$ cat src/rtl/latch_bank_ctrl.sv
// Writes requester data into a bank of latch groups via a SETUP/OPEN/CLOSE enable sequence.
// Latency: grant edge to ack is 3 cycles, valid visible 4 cycles after grant; one write per 4 cycles.
// Backpressure: requests wait (no ack) while every way is valid; requesters hold req until ack.
module latch_bank_ctrl #(
    parameter int WAY   = 3,
    parameter int WIRE  = 8,
    parameter int NREQ  = 2,
    parameter int WAY_W = (WAY > 1) ? $clog2(WAY) : 1
) (
    input  logic                   clk,
    input  logic                   rst_n,
    input  logic [NREQ-1:0]        req,
    input  logic [NREQ*WIRE-1:0]   req_data,
    input  logic [WAY-1:0]         rel,
    output logic [NREQ-1:0]        ack,
    output logic [WAY_W-1:0]       ack_way,
    output logic [WAY-1:0]         lat_clk,
    output logic [WAY*WIRE-1:0]    lat_D,
    output logic [WAY-1:0]         valid,
    output logic                   full
);

    localparam int REQ_W = (NREQ > 1) ? $clog2(NREQ) : 1;

    typedef enum logic [1:0] {IDLE, SETUP, OPEN, CLOSE} state_t;

    state_t             state;
    state_t             state_nxt;
    logic [REQ_W-1:0]   rr_ptr;
    logic [REQ_W-1:0]   gnt_idx;
    logic [REQ_W-1:0]   gnt_pick;
    logic [REQ_W:0]     rr_idx;
    logic               gnt_vld;
    logic [WAY_W-1:0]   sel_way;
    logic [WAY_W-1:0]   free_way;
    logic [WIRE-1:0]    data_q;
    logic [WAY-1:0]     sel_oh;
    logic [WAY-1:0]     busy_mask;
    logic [WAY-1:0]     lat_clk_nxt;

    assign full  = &valid;
    assign lat_D = {WAY{data_q}};

    // Round-robin pick: scan from rr_ptr upward, lowest offset wins.
    always_comb begin
        gnt_vld  = 1'b0;
        gnt_pick = '0;
        rr_idx   = '0;
        for (int k = NREQ - 1; k >= 0; k--) begin
            rr_idx = {1'b0, rr_ptr} + (REQ_W+1)'(k);
            if (rr_idx >= (REQ_W+1)'(NREQ)) begin
                rr_idx = rr_idx - (REQ_W+1)'(NREQ);
            end
            if (req[rr_idx[REQ_W-1:0]]) begin
                gnt_vld  = 1'b1;
                gnt_pick = rr_idx[REQ_W-1:0];
            end
        end
    end

    always_comb begin
        free_way = '0;
        for (int k = WAY - 1; k >= 0; k--) begin
            if (!valid[k]) begin
                free_way = WAY_W'(k);
            end
        end
    end

    always_ff @(posedge clk or negedge rst_n) begin
        if (!rst_n) begin
            state <= IDLE;
        end else begin
            state <= state_nxt;
        end
    end

    always_comb begin
        state_nxt = state;
        unique case (state)
            IDLE:    if (gnt_vld && !full) state_nxt = SETUP;
            SETUP:   state_nxt = OPEN;
            OPEN:    state_nxt = CLOSE;
            CLOSE:   state_nxt = IDLE;
            default: state_nxt = IDLE;
        endcase
    end

    // lat_clk is computed one cycle early and registered so the latch enables never glitch.
    always_comb begin
        sel_oh      = WAY'(1) << sel_way;
        lat_clk_nxt = (state_nxt == OPEN) ? sel_oh : '0;
        busy_mask   = (state != IDLE) ? sel_oh : '0;
        ack         = (state == CLOSE) ? (NREQ'(1) << gnt_idx) : '0;
        ack_way     = (state == CLOSE) ? sel_way : '0;
    end

    always_ff @(posedge clk or negedge rst_n) begin
        if (!rst_n) begin
            rr_ptr  <= '0;
            gnt_idx <= '0;
            sel_way <= '0;
            data_q  <= '0;
            lat_clk <= '0;
            valid   <= '0;
        end else begin
            lat_clk <= lat_clk_nxt;
            if (state == IDLE && state_nxt == SETUP) begin
                gnt_idx <= gnt_pick;
                sel_way <= free_way;
                data_q  <= req_data[gnt_pick*WIRE +: WIRE];
                rr_ptr  <= (gnt_pick == REQ_W'(NREQ - 1)) ? '0 : gnt_pick + 1'b1;
            end
            // Releases aimed at the way being written are dropped.
            valid <= (valid & ~(rel & ~busy_mask)) | ((state == CLOSE) ? sel_oh : '0);
        end
    end

endmodule

$ cat config.mk
export PLATFORM = sky130hd
export DESIGN_NAME = latch_bank_ctrl
export DESIGN_NICKNAME = d
export VERILOG_FILES = /design/src/rtl/latch_bank_ctrl.sv
export SDC_FILE = /design/constraint.sdc
export NUM_CORES = 1
export LEC_CHECK = 0
export CAP_MARGIN = 15
export CORE_MARGIN = 2
export CORE_UTILIZATION = 39
export DETAILED_ROUTE_END_ITERATION = 7
export PLACE_DENSITY_LB_ADDON = 0.12
export SYNTH_ARGS = -nofsm -noshare
export SYNTH_HDL_FRONTEND = slang
export SYNTH_SLANG_ARGS = --single-unit
$ cat constraint.sdc
create_clock -name clk -period 2.05 [get_ports clk]
set_clock_uncertainty 0.05 [all_clocks]
set_input_delay 0.3075 -clock clk [delete_from_list [all_inputs] [get_ports clk]]
set_output_delay 0.3075 -clock clk [all_outputs]
set_load 0.02 [all_outputs]
==> impl_metrics.csv, run 1 <==
group,metric,value,unit
global_route,antenna_found_initial,0,
route,wire_per_inst,12.74,µm
route,drc,0,
floorplanning,rows,19,
yosys,postSynthAreaPerCell,10.41,µm²
critical_path,critPathMaxFanout,6,
power,power.density,1517,nW/µm²
sta,timing.fmax,0.5132,GHz
placement,place.port_buffers,57,
critical_path,startpoint_type,"register",
global_route,grt_remaining_overflow,0,
yosys,ys_seq_elements,20,
layout,diodes,0,
clock_tree,h-tree-depth,1,
critical_path,path_class,"register to output port",
sta,tns,0,ps
critical_path,critical_path_arrival,1590,ps
hold_path,hold_class,"primary input to asynchronous set/reset pin",
route,via_count,880,
floorplanning,dieArea,3271,µm²
sta,min_period,1949,ps
yosys,async_flop_share,100.0,%
placement,hpwl,1867,µm
yosys,synthCells,106,
clock_tree,numCtsBuffers,3,
global_route,track_usage,14.72,%
placement,place_congestion,0.7076,
job,maxCapViolations,0,
clock_tree,root_buffer,"clkbuf_4",
yosys,yosysMostFrequentCell,"dfrtp_1",
global_route,grt_pass1_wl,3739,µm
sta,slew_headroom,64.51,%
power,leakage,0.7465,nW
layout,drive_gt1_share,9.091,%
route,vias_per_cell,4.757,
yosys,yosys.area.top_type_share,45.35,%
layout,fin_cells,185,
sta,hold_slack,277.6,ps
floorplanning,die_x,57.20,µm
yosys,synth_common_cells,"dfrtp_1, buf_4, a21oi_1",
route,routed_wl,2356,µm
clock_tree,clk-insertion-delay-late,300,ps
global_route,grt_pass1_vias,811,
clock_tree,path_clk_slew,120,ps
layout,final_nets,183,
power,peakVddDrop,0.0009539,V
floorplanning,io_pins,58,
global_route,grt_max_degree,21,
floorplanning,coreArea,2710,µm²
clock_tree,clock_path_buffers,2,
yosys,synth_cell_types,23,
yosys,ys_warn_count,0,
route,drt.antenna.violating_nets,0,
yosys,ys.flop_type,"dfrtp_1",
sta,rsz0062_at_grt,"no",
clock_tree,cts_tree,"done",
floorplanning,die_y,57.20,µm
critical_path,endpoint_kind,"output port",
critical_path,required,1690,ps
yosys,synth_edf_count,0,
sta,final-hold-violation-count,0,
run_status,outcome,"completed",
clock_tree,cts_hold_buf,0,
sta,setup_viol,0,
power,finalPower,0.002505,W
yosys,synth_area_leaders,"dfrtp_1, buf_4, mux2i_1",
floorplanning,start_util,40.72,%
layout,syn2layout_area_growth,49.66,%
layout,fin_util,60.94,%
sta,fin_crit_sh,95.06,%
route,drt_iter0_drc,7,
route,drt_pre_antenna_iters,4,
clock_tree,clock_sinks,20,
yosys,syn_nets,134,
placement,placedCellCount,179,
yosys,syn-cell-area,1104,µm²
yosys,yosysSeqAreaShare,45.35,%
sta,worstMarginPinSlew,524.9,ps
sta,slew_violations,0,
yosys,synth_area_leader_cell,"dfrtp_1",
-- worst max-delay path, stage by stage (launching register included) --
cell,delay [ps]
dfrtp_1,440
and3_4,240
clkdlybuf4s50_1,600
-- cell families after synthesis --
logic type / Yosys count / synth area share (%)
DFF: 20 / 45.35
muxes: 10 / 9.184
AOI/OAI and AO/OA: 20 / 12.36
buffers and inverters: 29 / 16.44
adders and majority gates: 5 / 5.669
and+or+nand+nor: 22 / 11.00
-- metal layers --
metal	global-route usage (%)	routed length, µm	part of all wire [%]
met1	17.63	1001	42
met3	2.948	118	5.0
met2	26.27	1198	51
met5	0	0	0
met4	4.983	38	1.6
-- stage by stage --
stage	setup WS (ps)	instance area, µm²
2_1_floorplan	180.3	1104
3_3_place_gp	156.6	1599
3_5_place_dp	83.46	1599
4_1_cts	61.05	1633
5_1_grt	23.00	1652
6_report	101.3	1652
-- placed cells by master, fill, tap and decap left out --
cell             instances
nand4_1                  1
and3_1                   3
and3_4                   1
buf_6                    1
o21ai_0                  1
nor2_1                   9
inv_1                   10
nand3_1                  1
clkbuf_8                 1
o21bai_1                 1
nand2b_1                 1
mux2_2                   1
buf_4                    5
dlygate4sd2_1            4
a21oi_1                 12
mux2i_1                  9
clkbuf_4                 3
nor4b_1                  1
a2111oi_4                1
dfrtp_1                 20
o32ai_1                  3
clkdlybuf4s50_1         53
nor2b_1                  2
o21ai_1                  2
and2_1                   3
ha_2                     1
ha_1                     4
-- sequential cells by signal (all words and copies together), names as in the netlist --
register	count
data_q	8
lat_clk	3
valid	3
sel_way	2
state	2
gnt_idx	1
rr_ptr	1
-- timing repair --
action,in CTS,in global routing
resized for setup,5,1
setup buffers,0,2
endpoints found under the setup margin,4,9
-- worst paths after layout --
check                      slack [ps]  cells past startpoint  startpoint  endpoint
setup / recovery                  100                      2    valid[0]      full
hold / removal                    280                      2       rst_n  valid[2]
setup reg to reg                  130                      5    state[1]    rr_ptr
hold reg to reg                   490                      1      rr_ptr    rr_ptr
max in group asynchronous        1460                      2       rst_n    rr_ptr
min in group clk                  490                      1      rr_ptr    rr_ptr
-- where the power goes --
group	switching (W)	internal, W
registers	0.000152	0.000566
logic	0.000793	0.000767
clock network	0.000120	0.000108
total	0.00106	0.00144
-- cell type report --
cell class | instances | area (µm²)
fill | 234 | 1059
timing repair buffer | 63 | 614.3
sequential | 20 | 500.5
multi-input combinational | 57 | 424.2
tap | 31 | 38.79
inverter | 10 | 37.54
clock buffer | 4 | 36.28
Power figures use the tool's default switching activity.
==> run 2, diff against run 1 <==
Settings changed: PLACE_DENSITY set to 0.83, PLACE_DENSITY_LB_ADDON 0.12 to not set.
==> run 2 against run 1 <==
Effect of this change:
- die area is the same
- critical path depth unchanged
- combinational power is essentially flat
- register-to-register slack is essentially flat
- final cell count stayed put
- setup slack worse by 7.9 ps
- sequential power up 1%
- final area rose by 0.99%
- non-clock buffer count did not move
- critical endpoint unchanged
- highest routed layer unchanged
==> impl_metrics.csv, run 2 (synthesis gave the netlist of run 1 again) <==
group,metric,value,unit
run_status,outcome,"completed",
layout,fin_cells,185,
sta,min_period,1957,ps
placement,place_congestion,0.8364,
critical_path,critPathMaxFanout,6,
global_route,antenna_found_initial,0,
clock_tree,clock_path_buffers,2,
clock_tree,clk-insertion-delay-late,300,ps
placement,dpl_worst_slack,60.01,ps
route,vias_per_cell,4.951,
job,maxCapViolations,0,
sta,fin_crit_sh,95.44,%
route,drt_iter0_drc,19,
critical_path,required,1690,ps
sta,worstMarginPinSlew,557.1,ps
floorplanning,dieArea,3271,µm²
sta,setup_viol,0,
critical_path,startpoint_type,"register",
sta,slew_headroom,62.34,%
layout,syn2layout_area_growth,51.13,%
clock_tree,cts_tree,"done",
clock_tree,root_buffer,"clkbuf_4",
global_route,track_usage,14.69,%
layout,fin_area,1668,µm²
sta,tns,0,ps
placement,placedCellCount,178,
critical_path,critical_path_arrival,1600,ps
floorplanning,die_y,57.20,µm
placement,place.port_buffers,57,
power,power.density,1561,nW/µm²
route,drc,0,
critical_path,endpoint_kind,"output port",
global_route,grt_pass1_wl,3884,µm
global_route,grt_pass1_vias,860,
placement,hpwl,1918,µm
layout,diodes,0,
layout,reg_top3,"data_q x8, lat_clk x3, valid x3",
route,via_count,916,
clock_tree,clock_sinks,20,
sta,final-hold-violation-count,0,
route,drt_pre_antenna_iters,4,
layout,layout_common_cells,"clkdlybuf4s50_1, dfrtp_1, a21oi_1",
route,routed_wl,2448,µm
global_route,grt_remaining_overflow,0,
power,leakage,0.7535,nW
layout,final_common_cell,"clkdlybuf4s50_1",
sta,hold_slack,291.1,ps
layout,final_nets,183,
floorplanning,start_util,40.72,%
sta,timing.fmax,0.5111,GHz
clock_tree,numCtsBuffers,3,
placement,post_dp_cell_area,1592,µm²
floorplanning,rows,19,
clock_tree,path_clk_slew,120,ps
layout,drive_gt1_share,9.091,%
layout,largest_reg_flops,8,
global_route,grt_max_degree,22,
sta,slew_violations,0,
sta,rsz0062_at_grt,"no",
route,drt.antenna.violating_nets,0,
floorplanning,io_pins,58,
critical_path,path_class,"register to output port",
layout,regMostFlops,"data_q",
floorplanning,die_x,57.20,µm
clock_tree,h-tree-depth,1,
sta,setup_ws,93.45,ps
hold_path,hold_class,"primary input to asynchronous set/reset pin",
power,peakVddDrop,0.0009614,V
route,wire_per_inst,13.23,µm
floorplanning,coreArea,2710,µm²
[run 2: cell types whose count changed in the layout (fill, tap and decap cells not counted)]
| cell | previous run | this run |
|---|---|---|
| bufinv_16 | 0 | 1 |
| buf_4 | 5 | 4 |
| clkbuf_8 | 1 | 0 |
| clkbuf_4 | 3 | 4 |
[run 2: final timing paths]
check / start / endpoint / slack, ps / cells after the start
max in group asynchronous: rst_n / data_q[1] / 1450 / 2
worst max-delay path: valid[0] / full / 90 / 2
worst max register to register: state[0] / data_q[2] / 130 / 6
worst min register to register: rr_ptr / rr_ptr / 490 / 1
min in group clk: rr_ptr / rr_ptr / 490 / 1
worst min-delay path: rst_n / valid[0] / 290 / 2
[run 2: repair_timing]
item,in CTS,in global routing
setup endpoints to repair,4,11
resized for setup,5,2
hold endpoints to repair,0,0
pin swaps,0,1
gates cloned,0,1
setup buffers,1,1
hold buffers,0,0
[run 2: cell type report]
| class | instances | area (µm²) |
|---|---|---|
| sequential | 20 | 500.5 |
| inverter | 10 | 37.54 |
| clock inverter | 1 | 30.03 |
| timing repair buffer | 63 | 614.3 |
| tap | 31 | 38.79 |
| clock buffer | 3 | 22.52 |
| fill | 238 | 1042 |
| multi-input combinational | 57 | 424.2 |
[run 2: metal layers]
layer | vias up | global-route usage [%] | wire length [µm]
li1 | 443 | - | -
met1 | 418 | 18.18 | 1089
met2 | 53 | 25.62 | 1074
met3 | 2 | 4.308 | 277
met4 | 0 | 2.990 | 7
met5 | - | 0 | 0
[run 2: per-stage QoR]
step,total power [W],utilization [%]
after floorplan,0.001748,-
after global placement,0.002224,58.73
after detailed placement,0.002269,58.73
after CTS,0.002590,60.85
after global routing,0.002772,61.54
final,0.002604,61.54
[run 2: critical path, cell delays in order (launching register included)]
cell and delay, ps:
dfrtp_1 450, and3_4 250, clkdlybuf4s50_1 610
[run 2: power by group]
group          leakage (nW)  internal [W]  switching, W
Sequential            0.242      0.000566      0.000160
Clock                0.0279      0.000197      0.000122
Combinational         0.484      0.000765      0.000794
Total                 0.753       0.00153       0.00108
==> run 3, diff against run 2 <==
Settings changed: CORE_ASPECT_RATIO set to 1.1.
==> run 3 against run 2 <==
Effect of this change:
- via count down 0.98%
- combinational power about the same
- flip-flop and latch count unchanged
- final area down 1.9%
- largest power group unchanged
- critical endpoint unchanged
- die area about the same
==> impl_metrics.csv, run 3 (synthesis gave the netlist of run 1 again) <==
group,metric,value,unit
critical_path,required,1690,ps
sta,final-hold-violation-count,0,
clock_tree,cts_hold_buf,0,
clock_tree,cts_tree,"done",
route,vias_per_cell,4.929,
layout,final_nets,181,
sta,worstMarginPinSlew,384.3,ps
floorplanning,start_util,40.46,%
placement,dpl_worst_slack,5.332,ps
clock_tree,clock_path_buffers,2,
clock_tree,clk-insertion-delay-late,290,ps
clock_tree,h-tree-depth,1,
route,via_count,907,
run_status,outcome,"completed",
placement,place_congestion,0.7061,
critical_path,critical_path_arrival,1610,ps
hold_path,hold_class,"primary input to asynchronous set/reset pin",
placement,placedCellCount,181,
sta,setup_viol,0,
clock_tree,numCtsBuffers,3,
power,p_int,0.001386,W
floorplanning,io_pins,58,
sta,min_period,1969,ps
layout,fin_cells,184,
global_route,track_usage,16.22,%
route,drt_iter0_drc,10,
route,routed_wl,2397,µm
critical_path,reg2reg_slack,120,ps
layout,regMostFlops,"data_q",
global_route,grt_max_degree,21,
sta,slew_violations,0,
floorplanning,rows,20,
layout,syn2layout_area_growth,48.30,%
layout,reg_top3,"data_q x8, lat_clk x3, valid x3",
critical_path,startpoint_type,"register",
global_route,grt_remaining_overflow,0,
layout,largest_reg_flops,8,
floorplanning,die_y,59.79,µm
power,swShare,43.40,%
critical_path,critPathTopFamily,"buffers and inverters",
sta,hold_slack,290.4,ps
layout,multi_input_area,430.4,µm²
power,p_switching,0.001063,W
route,drt_pre_antenna_iters,4,
placement,place.port_buffers,57,
layout,final_common_cell,"clkdlybuf4s50_1",
sta,setup_ws,81.20,ps
route,drc,0,
route,drt.antenna.violating_nets,0,
clock_tree,root_buffer,"clkbuf_4",
layout,drive_gt1_share,8.609,%
power,power_frac_clock,7.1,%
power,combPwrFrac,62.7,%
layout,layout_common_cells,"clkdlybuf4s50_1, dfrtp_1, a21oi_1",
floorplanning,die_x,54.72,µm
clock_tree,clock_sinks,20,
critical_path,max_stage_delay,610,ps
critical_path,critPathMaxFanout,6,
critical_path,reg2reg_depth,5,
critical_path,timing.rr.end,"rr_ptr",
sta,tns,0,ps
floorplanning,coreArea,2728,µm²
power,leakage,0.7307,nW
power,power.density,1496,nW/µm²
global_route,grt_pass1_wl,3905,µm
layout,fillers,245,
layout,diodes,0,
global_route,antenna_found_initial,0,
clock_tree,path_clk_slew,100,ps
power,seq_power_share,30.2,%
critical_path,r2r_start,"state[0]",
sta,slew_headroom,74.31,%
critical_path,path_class,"register to output port",
floorplanning,dieArea,3272,µm²
critical_path,cp_num_buf_inv,1,
power,peakVddDrop,0.0008616,V
sta,timing.fmax,0.5079,GHz
job,maxCapViolations,0,
critical_path,cp_cell_sequence,"and3_4 > clkdlybuf4s50_1",
critical_path,endpoint_kind,"output port",
placement,hpwl,1968,µm
layout,final-seq-area,501.7,µm²
global_route,grt_pass1_vias,914,
critical_path,cpMaxStageDelayCell,"clkdlybuf4s50_1",
sta,fin_crit_sh,96.04,%
route,wire_per_inst,13.03,µm
==> run 3: changes by cell type in the layout (fill, tap and decap cells not counted) <==
cell and change:
buf_6 +1, dfrtp_1 -1, dfrtp_2 +1, nor4b_1 -1, clkbuf_4 -1, bufinv_16 -1, nor4b_2 +1, buf_4 -2
==> run 3: power groups by stage <==
stage / clock network, W / registers, W / logic (W)
2_1_floorplan: 0 / 0.000849 / 0.000899
3_3_place_gp: 0 / 0.000727 / 0.00150
3_5_place_dp: 0 / 0.000743 / 0.00155
4_1_cts: 0.000181 / 0.000741 / 0.00154
5_1_grt: 0.000194 / 0.000774 / 0.00167
6_report: 0.000174 / 0.000739 / 0.00154
==> run 3: metal layers <==
metal | share of wire (%) | vias to the layer above | global-route usage (%) | routed length (µm)
met5 | 0 | - | 0 | 0
met4 | 0.50 | 0 | 4.643 | 12
met3 | 7.5 | 2 | 2.750 | 179
met2 | 52 | 42 | 30.78 | 1256
met1 | 40 | 428 | 17.73 | 949
li1 | - | 435 | - | -
==> run 3: timing repair <==
item	in CTS	in global routing
cloned	0	0
gates resized for setup	5	4
buffers inserted	0	0
setup endpoints to repair	4	12
pin swaps	0	1
==> run 3: per-stage QoR <==
stage / power (W) / area, µm² / util, %
final: 0.002449 / 1637 / 60.00
after global routing: 0.002634 / 1637 / 60.00
after CTS: 0.002461 / 1622 / 59.45
after detailed placement: 0.002294 / 1602 / 58.72
after global placement: 0.002230 / 1602 / 58.72
after floorplan: 0.001748 / 1104 / -
==> run 3: worst max-delay path by stage <==
stage	start	end	slack, ps	cells after the start
3_3_place_gp	state[0]	gnt_idx	190	6
5_1_grt	state[0]	sel_way[1]	-8	7
6_report	valid[0]	full	80	2
4_1_cts	state[0]	sel_way[1]	50	7
2_1_floorplan	state[0]	rr_ptr	180	5
3_5_place_dp	req[0]	sel_way[1]	5	6
==> run 3: layout make-up <==
class	count	area share [%]
Tap cell	33	2.523
Sequential cell	20	30.66
Timing Repair Buffer	61	36.85
Clock buffer	3	1.376
Multi-Input combinational cell	57	26.30
Inverter	10	2.294
